===== src/rtl/brk_game_fsm.sv =====
// Breakout game-flow controller: serve/play/lost/win sequencing, score
// accumulation with saturation, life counting and ball/brick reset pulses.
module brk_game_fsm #(
  parameter int SERVE_FRAMES = 60,
  parameter int PTS_PER_BRK  = 1,
  parameter int START_LIVES  = 3,
  parameter int MAX_PTS      = 999
) (
  input  logic       clk,
  input  logic       rst,
  input  logic       start,
  input  logic       frame_tick,
  input  logic       score,
  input  logic       no_brks,
  input  logic       ball_lost,
  output logic [2:0] state,
  output logic       ball_run,
  output logic       ball_reset,
  output logic       brk_rst,
  output logic [9:0] points,
  output logic [1:0] lives
);

  typedef enum logic [2:0] {
    ST_IDLE  = 3'd0,
    ST_SERVE = 3'd1,
    ST_PLAY  = 3'd2,
    ST_LOST  = 3'd3,
    ST_WIN   = 3'd4
  } state_t;

  localparam int            CW       = $clog2(SERVE_FRAMES + 1);
  localparam logic [CW-1:0] CNT_LAST = CW'(SERVE_FRAMES - 1);

  // Add one brick's worth of points, clamping at the ceiling instead of wrapping.
  function automatic logic [9:0] sat_add(input logic [9:0] a);
    logic [15:0] sum;
    sum = {6'd0, a} + 16'(PTS_PER_BRK);
    if (sum > 16'(MAX_PTS)) begin
      sat_add = 10'(MAX_PTS);
    end else begin
      sat_add = sum[9:0];
    end
  endfunction

  state_t        r_state, w_state_nx;
  logic [9:0]    r_points, w_points_nx;
  logic [1:0]    r_lives, w_lives_nx;
  logic [CW-1:0] r_cnt, w_cnt_nx;
  logic          r_ball_reset, w_ball_reset_nx;
  logic          r_brk_rst, w_brk_rst_nx;
  logic          r_start_q;
  logic          w_start_re;

  assign w_start_re = start & ~r_start_q;

  // State, counters and pulse outputs; reset also primes the start history high.
  always_ff @(posedge clk) begin
    if (rst) begin
      r_state      <= ST_IDLE;
      r_points     <= 10'd0;
      r_lives      <= 2'd0;
      r_cnt        <= '0;
      r_ball_reset <= 1'b0;
      r_brk_rst    <= 1'b0;
      r_start_q    <= 1'b1;
    end else begin
      r_state      <= w_state_nx;
      r_points     <= w_points_nx;
      r_lives      <= w_lives_nx;
      r_cnt        <= w_cnt_nx;
      r_ball_reset <= w_ball_reset_nx;
      r_brk_rst    <= w_brk_rst_nx;
      r_start_q    <= start;
    end
  end

  // Next-state and datapath decisions; everything holds unless an event applies.
  always_comb begin
    w_state_nx      = r_state;
    w_points_nx     = r_points;
    w_lives_nx      = r_lives;
    w_cnt_nx        = r_cnt;
    w_ball_reset_nx = 1'b0;
    w_brk_rst_nx    = 1'b0;
    case (r_state)
      ST_IDLE, ST_LOST, ST_WIN: begin
        if (w_start_re) begin
          w_state_nx      = ST_SERVE;
          w_points_nx     = 10'd0;
          w_lives_nx      = 2'(START_LIVES);
          w_cnt_nx        = '0;
          w_ball_reset_nx = 1'b1;
          w_brk_rst_nx    = 1'b1;
        end else begin
          w_state_nx = r_state;
        end
      end
      ST_SERVE: begin
        if (frame_tick) begin
          if (r_cnt >= CNT_LAST) begin
            w_state_nx = ST_PLAY;
            w_cnt_nx   = '0;
          end else begin
            w_cnt_nx = r_cnt + CW'(1);
          end
        end else begin
          w_cnt_nx = r_cnt;
        end
      end
      ST_PLAY: begin
        // A brick destroyed in the same cycle as any other event still counts.
        if (score) begin
          w_points_nx = sat_add(r_points);
        end else begin
          w_points_nx = r_points;
        end
        // An empty wall wins even if the ball is lost in the same cycle.
        if (no_brks) begin
          w_state_nx = ST_WIN;
        end else if (ball_lost) begin
          if (r_lives > 2'd1) begin
            w_lives_nx      = r_lives - 2'd1;
            w_state_nx      = ST_SERVE;
            w_cnt_nx        = '0;
            w_ball_reset_nx = 1'b1;
          end else begin
            w_lives_nx = 2'd0;
            w_state_nx = ST_LOST;
          end
        end else begin
          w_state_nx = ST_PLAY;
        end
      end
      default: begin
        w_state_nx = ST_IDLE;
      end
    endcase
  end

  assign state      = r_state;
  assign ball_run   = (r_state == ST_PLAY);
  assign ball_reset = r_ball_reset;
  assign brk_rst    = r_brk_rst;
  assign points     = r_points;
  assign lives      = r_lives;

endmodule


===== config.mk =====
export PLATFORM = sky130hd
export DESIGN_NAME = brk_game_fsm
export DESIGN_NICKNAME = d
export VERILOG_FILES = /design/src/rtl/brk_game_fsm.sv
export SDC_FILE = /design/constraint.sdc
export NUM_CORES = 1
export LEC_CHECK = 0
export BUFFER_PORTS_ARGS = -buffer_cell sky130_fd_sc_hd__buf_2
export CORE_MARGIN = 5
export CORE_UTILIZATION = 45
export CTS_CLUSTER_DIAMETER = 150
export CTS_CLUSTER_SIZE = 20
export DETAILED_ROUTE_END_ITERATION = 6
export PLACE_DENSITY = 0.78
export SLEW_MARGIN = 0
export SYNTH_ARGS = -nofsm -noshare
export SYNTH_HDL_FRONTEND = slang
export SYNTH_SLANG_ARGS = --single-unit

===== constraint.sdc =====
create_clock -name clk -period 3.9 [get_ports clk]
set_input_delay 0.195 -clock clk [delete_from_list [all_inputs] [get_ports clk]]
set_output_delay 0.195 -clock clk [all_outputs]
set_load 0.02 [all_outputs]

; ---- Word-level counts from Yosys, hierarchy flattened
; Index checks and enable logic that the tools add are counted.
[word_totals]
out_inout_bits = 18
ff_bits = 24
in_bits = 7
wordCells = 64
[classes]
order_cmp = 3
eq_ne = 11
n_addsub = 3
mux = 28
n_bitwise = 3
reduce_logical = 9
[ops]
columns = op, n
row1 = $mux 6, 6
row2 = $mux 10, 3
row3 = $pmux 10 s2, 1
row4 = $pmux 6 s3, 1
row5 = $mux 3, 5
row6 = $ne 2x2->1 const B, 6
row7 = $add 10x1->11 const B, 1
row8 = $gt 11x10->1 const B, 1
row9 = $mux 2, 5
row10 = $pmux 3 s3, 1
row11 = $add 6x1->6 const B, 1
row12 = $eq 3x2->1 const B, 2
row13 = $ge 6x6->1 const B, 1
row14 = $reduce_and 3->1, 2
row15 = $reduce_and 6->1, 1
row16 = $mux 1, 4
row17 = $pmux 2 s2, 1
row18 = $reduce_and 4->1, 1
row19 = $eq 3x1->1 const B, 1
row20 = $eq 3x3->1 const B, 1
row21 = $logic_not 3->1, 1
row22 = $reduce_bool 3->1, 1
row23 = $reduce_or 3->1, 1
row24 = $gt 2x1->1 const B, 1
row25 = other kinds (7), 8

; ---- Logic depth before layout (Yosys ltp)
; Gate-level depths: netlist of run 1.
[logic_depth]
ltp_word = 5
ltp_mapped = 8
mapped_depth_nobuf = 8

; ---- Worst setup path before layout of run 1
; No wires, ideal clock.
[synth_path]
path_type = register -> register
startpoint = register r_points[0] (netlist: points[0])
endpoint = register r_points[4] (netlist: points[4])
setup_slack_ps = 1925
required_time_ps = 3768
synth_period_minus_slack_ps = 1975
n_path_buf = 0
arrival_ps = 1843
stages_incl_launch_ff = 8
setup_time_ps = 132
cell_sequence = dfxtp_1 ha_1 and3_1 and4_1 nand4_1 and2_1 o211ai_1 a21oi_1
[synth_via]
elab_chain_cells = 5
[synth_lines]
columns = element, line
row1 = "start, declared", 47  ; logic [9:0] r_points, w_points_nx;
row2 = "start signal, assigned", 69  ; r_points <= w_points_nx;
row3 = $add 10x1->11 *, 38  ; sum = {6'd0, a} + 16'(PTS_PER_BRK);
row4 = $gt 11x10->1, 39  ; if (sum > 16'(MAX_PTS)) begin
row5 = $mux 10 *, 39
row6 = $mux 10 *, 113  ; if (score) begin
row7 = $pmux 10 s2 *, 86  ; case (r_state)
; Mark *: on every way between the ends. The rest lies on a longest branch, timed or not. The select of a mux whose other input is x is not followed.
; A chain may end at the register's enable or synchronous reset.

; ---- Worst setup path in the final report of run 1
; Ends and elaborated chain as after synthesis.

==> flow_summary.yaml, run 1 <==
synthesis:
  ys_types: 48
  syn-num-nets: 183
  synth.avg_cell_area_sq_um: 8.209
  yosys_warnings: 0
  yosysSeqAreaShare: 0.3383
  async_reset_ff_frac: 0
  synth-edff-count: 0
  syn_area_sq_mm: 0.001420
  synth-seq-cells: 24
  synth_cells: 173
  synth-main-ff-cell: "dfxtp_1"
hold_path:
  hold_start: "start"
  holdPathStages: 2
  whs_endpoint: "r_start_q"
  worst_hold_path_type: "primary input to flop"
grt:
  overflow: 0
  grt_use_total: 0.1493
  grt_use_met1: 0.1938
  grt_max_degree: 18
  busiest_layer: "met2"
  use_met2: 0.2466
  use_met3: 0.02551
  grt_pass1_wl_um: 5237
  grt_pass1_vias: 1201
  antenna_found_initial: 0
clock_tree:
  cts.path.max_buffers: 2
  cts_buffers: 3
  cts_tree: "done"
  insertion_delay_ns: 0.31
  htree_levels: 1
  cts_hold_buf: 0
  cts_setup_buffers: 0
  clkSinkCount: 24
  path_clk_slew_ns: 0.13
  clock-root-buffer: "clkbuf_4"
  cts_resized: 0
cells_and_area:
  drive_gt1_frac: 0.2010
  final_cell_mix: "dfxtp_1 (24), buf_2 (24), a21oi_1 (22)"
  n_antenna_cell: 0
  areaGrowthSynthToFinish_pct: 11.19
  fin_nets: 205
sta:
  finalCritPeriodShare: 0.5401
  finalHoldViolCount: 0
  fin_crit_ns: 2.106
  relSlewSlack: 0.6591
  fmax_mhz: 474.7
  timing.hold.ws_ns: 0.09333
  setup_viol: 0
  skew_ns: 0.01176
  final_max_slew_viol_count: 0
  setup_tns_ns: 0
  grt_setup_unrepaired: "false"
  tightestPinTransition_ns: 0.5060
worst_setup_path:
  rr_worst_depth: 7
  critPathArrivalTime_ns: 2.30
  r2r_slack_ns: 1.79
  start_kind: "flop"
  end_kind: "flop"
  path_class: "flop to flop"
  worstReg2RegStart: "points[0]"
  cp_max_fo: 9
  cp.required_ns: 4.09
  r2r-end: "points[4]"
pwr:
  cellPowerDensity_mw_per_mm2: 365.8
  leakage_nw: 0.6547
  ir_drop_uv: 163.1
routing:
  vias: 1313
  ant_nets: 0
  wire_per_inst_um: 12.73
  firstDrtPassIters: 4
  drc: 0
  viasPerCell: 5.517
  first_iter_violations: 65
  drt-total-wl_um: 3029
outcome:
  status: "completed"
floorplanning:
  die_h_um: 66.18
  num_io_pins: 25
  start_util: 0.4690
  die_x_um: 66.18
  die_area_sq_mm: 0.004379
  core_area_sq_mm: 0.003028
  rows: 20
place:
  place_hpwl_um: 2338
  gp_congestion: 0.9099
  place.port_buffers: 24
run:
  drv_cap: 0
==> kinds of logic (layout without fill, tap and decap cells) <==
kind of cell	after synthesis	count (layout)	synth area share
fa+ha+maj	3	3	0.02643
simple gates	73	73	0.2960
compound gates	51	51	0.2423
flops	24	24	0.3383
xor+xnor	3	3	0.01851
mux	2	2	0.01498
buf+inv	17	38	0.06344
==> layer usage <==
layer  routed length (um)  vias to the layer above
met5                    0                        -
met4                   21                        0
met3                   97                        2
met2                 1488                       18
met1                 1421                      613
li1                     -                      680
==> layout make-up <==
type / instances / area (sq um)
fill: 305 / 1449
multi-input combinational: 132 / 849.6
sequential: 24 / 480.5
timing repair buffer: 24 / 120.1
tap: 44 / 55.05
inverter: 10 / 37.54
clock buffer: 4 / 36.28
==> critical path, stage by stage, from the launching register on <==
cell      delay [ns]
dfxtp_1         0.48
ha_1            0.30
and3_1          0.24
and4_1          0.24
nand4_1         0.28
and2_1          0.28
o211ai_1        0.08
a21oi_1         0.09
==> how the worst max path moves through the flow <==
stage                          from        end  cells past startpoint
final                     points[0]  points[4]                      7
after global routing      points[1]  points[4]                      7
after CTS                 points[0]  points[4]                      7
after detailed placement  points[0]  points[4]                      7
after global placement    points[0]  points[4]                      7
after floorplan           points[0]  points[4]                      7
==> sequential cells by signal, summed over array words and instances, names as in the netlist <==
name,flops
state,3
lives,2
points,10
r_cnt,6
brk_rst,1
ball_reset,1
r_start_q,1
==> cells in the mapped netlist (2+ instances only) <==
cell	number	area share
a32o_1	2	0.014
o211ai_1	4	0.021
nor3_1	6	0.021
xor2_1	3	0.019
nand2b_1	5	0.022
a21oi_1	22	0.078
and3_1	4	0.018
o2111a_1	2	0.016
or3_1	4	0.018
buf_2	2	0.0070
a22oi_1	2	0.011
clkbuf_1	3	0.0079
inv_1	10	0.026
and2_1	2	0.0088
dfxtp_1	24	0.34
a41oi_1	2	0.012
and4_1	2	0.012
nand3_1	8	0.028
nand4_1	4	0.018
o21ai_0	8	0.028
nor2_1	13	0.034
ha_1	3	0.026
nand2_1	11	0.029
nor3b_1	3	0.016
==> power by group <==
part | switching (mW) | internal [mW] | total [mW]
Clock | 0.0697 | 0.0569 | 0.127
Sequential | 0.0262 | 0.262 | 0.288
Combinational | 0.103 | 0.0596 | 0.162
Total | 0.199 | 0.379 | 0.578
==> stage by stage <==
step	total power [mW]	area [sq um]	utilization	worst slack (ns)	std cells
6_report	0.5776	1579	0.5215	1.794	238
5_1_grt	0.6190	1579	0.5215	1.552	238
4_1_cts	0.5830	1579	0.5215	1.810	238
3_5_place_dp	0.4552	1543	0.5095	1.825	234
3_3_place_gp	0.4521	1543	0.5095	1.884	234
2_1_floorplan	0.4271	1420	-	1.925	173
Power figures use the tool's default switching activity.
==> run 2, diff against run 1 <==
- PLACE_DENSITY: 0.78 -> 0.81
- clock period: 3.9 -> 1.7 ns (I/O delays scaled with it)
==> flow_summary.yaml, run 2 (synthesis results as in run 1) <==
outcome:
  status: "complete, but fails checks"
  violations: "setup timing"
sta:
  finalHoldViolCount: 0
  timing.hold.ws_ns: 0.08122
  final_max_slew_viol_count: 0
  fin_crit_ns: 1.809
  worst_slack_ns: -0.1091
  relSlewSlack: 0.7421
  finalCritPeriodShare: 1.064
  setup_viol: 7
  fmax_mhz: 552.8
  skew_ns: 0.002787
  tightestPinTransition_ns: 0.3771
  grt_setup_unrepaired: "true"
routing:
  drc: 0
  viasPerCell: 5.645
  wire_per_inst_um: 14.43
  first_iter_violations: 114
  firstDrtPassIters: 4
  drt-total-wl_um: 3984
  ant_nets: 0
  vias: 1558
grt:
  grt_max_degree: 18
  grt_use_total: 0.1950
  antenna_found_initial: 0
  grt_pass1_wl_um: 6617
  grt_pass1_vias: 1444
  overflow: 0
pwr:
  combPwrFrac: 0.356
  p_int_mw: 1.065
  cellPowerDensity_mw_per_mm2: 804.5
  p_seq_frac: 0.411
  p_clk_frac: 0.233
  switching_share: 0.3390
  power_switching_mw: 0.5460
  ir_drop_uv: 503.6
  leakage_nw: 0.8866
clock_tree:
  cts_buffers: 3
  cts_tree: "done"
  htree_levels: 1
  insertion_delay_ns: 0.33
  cts.path.max_buffers: 2
  clkSinkCount: 24
  path_clk_slew_ns: 0.14
  clock-root-buffer: "clkbuf_4"
worst_setup_path:
  start_kind: "flop"
  path_class: "flop to flop"
  critPathArrivalTime_ns: 2.05
  cp.required_ns: 1.95
  worstReg2RegStart: "points[1]"
  r2r-end: "points[0]"
  end_kind: "flop"
  cp_max_fo: 5
  r2r_slack_ns: -0.11
  rr_worst_depth: 9
cells_and_area:
  multiInputGateArea_sq_um: 945.9
  drive_gt1_frac: 0.4138
  final_common_cell: "buf_4"
  areaGrowthSynthToFinish_pct: 40.97
  n_antenna_cell: 0
  regArea_sq_um: 500.5
  largest_reg_flops: 10
  final_cells: 276
  final_cell_mix: "buf_4 (37), buf_2 (23), a21oi_1 (21)"
  n_fill_cell: 250
  fin_nets: 243
floorplanning:
  num_io_pins: 25
  die_x_um: 66.18
  core_area_sq_mm: 0.003028
  die_area_sq_mm: 0.004379
  die_h_um: 66.18
  start_util: 0.4690
  rows: 20
hold_path:
  holdPathStages: 3
  whs_endpoint: "state[2]"
  worst_hold_path_type: "primary input to flop"
  hold_start: "no_brks"
place:
  place.port_buffers: 24
  gp_congestion: 0.8463
  pre_cts_slack_ns: -0.08211
  dp.cells: 264
  place_hpwl_um: 2663
run:
  drv_cap: 0
run 2: changes by cell type in the layout (fill, tap and decap cells not counted), sizes merged:
cell	change
buf	+36
dlygate4sd3	+1
dlymetal6s2s	+1
run 2: final cells by class:
cell class | instances | share of cell area
Clock buffer | 4 | 0.02375
Multi-Input combinational cell | 132 | 0.4725
Timing Repair Buffer | 62 | 0.2075
Sequential cell | 24 | 0.2500
Tap cell | 44 | 0.02750
Inverter | 10 | 0.01875
run 2: worst max-delay path, cell delays in order (launching register included):
cell and delay [ns]:
dfxtp_4 0.42, ha_4 0.17, nand4_1 0.18, buf_4 0.18, o211ai_1 0.19, nor3b_2 0.09
o221ai_2 0.08, buf_4 0.16, nand3_2 0.06, a32o_1 0.20
run 2: worst max path at each step:
stage	start	end	slack (ns)	cells past startpoint
floorplan	state[0]	r_cnt[2]	-0.02	7
global placement	r_cnt[0]	r_cnt[2]	-0.05	5
detailed placement	r_cnt[0]	r_cnt[2]	-0.08	5
CTS	r_cnt[1]	r_cnt[2]	-0.08	5
global route	points[1]	points[8]	-0.22	8
finish	points[1]	points[0]	-0.11	9
run 2: timing repair:
item                                    in CTS  in global routing
hold endpoints to repair                     1                  0
setup buffers                                4                  4
hold buffers                                 1                  0
endpoints found under the setup margin      10                 19
pin swaps                                   16                 12
resized for setup                           12                 10
run 2: per-stage QoR:
stage	TNS [ns]	power [mW]	instance area, sq um	utilization
3_3_place_gp	-0.1303	1.169	1794	0.5926
2_1_floorplan	-0.01750	0.9832	1446	-
6_report	-0.5481	1.611	2002	0.6612
3_5_place_dp	-0.3693	1.179	1794	0.5926
4_1_cts	-0.2091	1.571	1944	0.6421
5_1_grt	-1.753	1.698	2002	0.6612
run 2: power groups by stage:
| stage | sequential, mW | clock, mW | combinational [mW] |
|---|---|---|---|
| after floorplan | 0.678 | 0 | 0.305 |
| after global placement | 0.662 | 0 | 0.507 |
| after detailed placement | 0.663 | 0 | 0.516 |
| after CTS | 0.657 | 0.378 | 0.536 |
| after global routing | 0.670 | 0.407 | 0.622 |
| final | 0.662 | 0.375 | 0.574 |
run 2: layer usage:
metal,up-vias,GRT usage,wire (um)
li1,764,-,-
met1,735,0.2454,1768
met2,53,0.3408,1942
met3,6,0.02381,204
met4,0,0.06345,68
met5,-,0,0
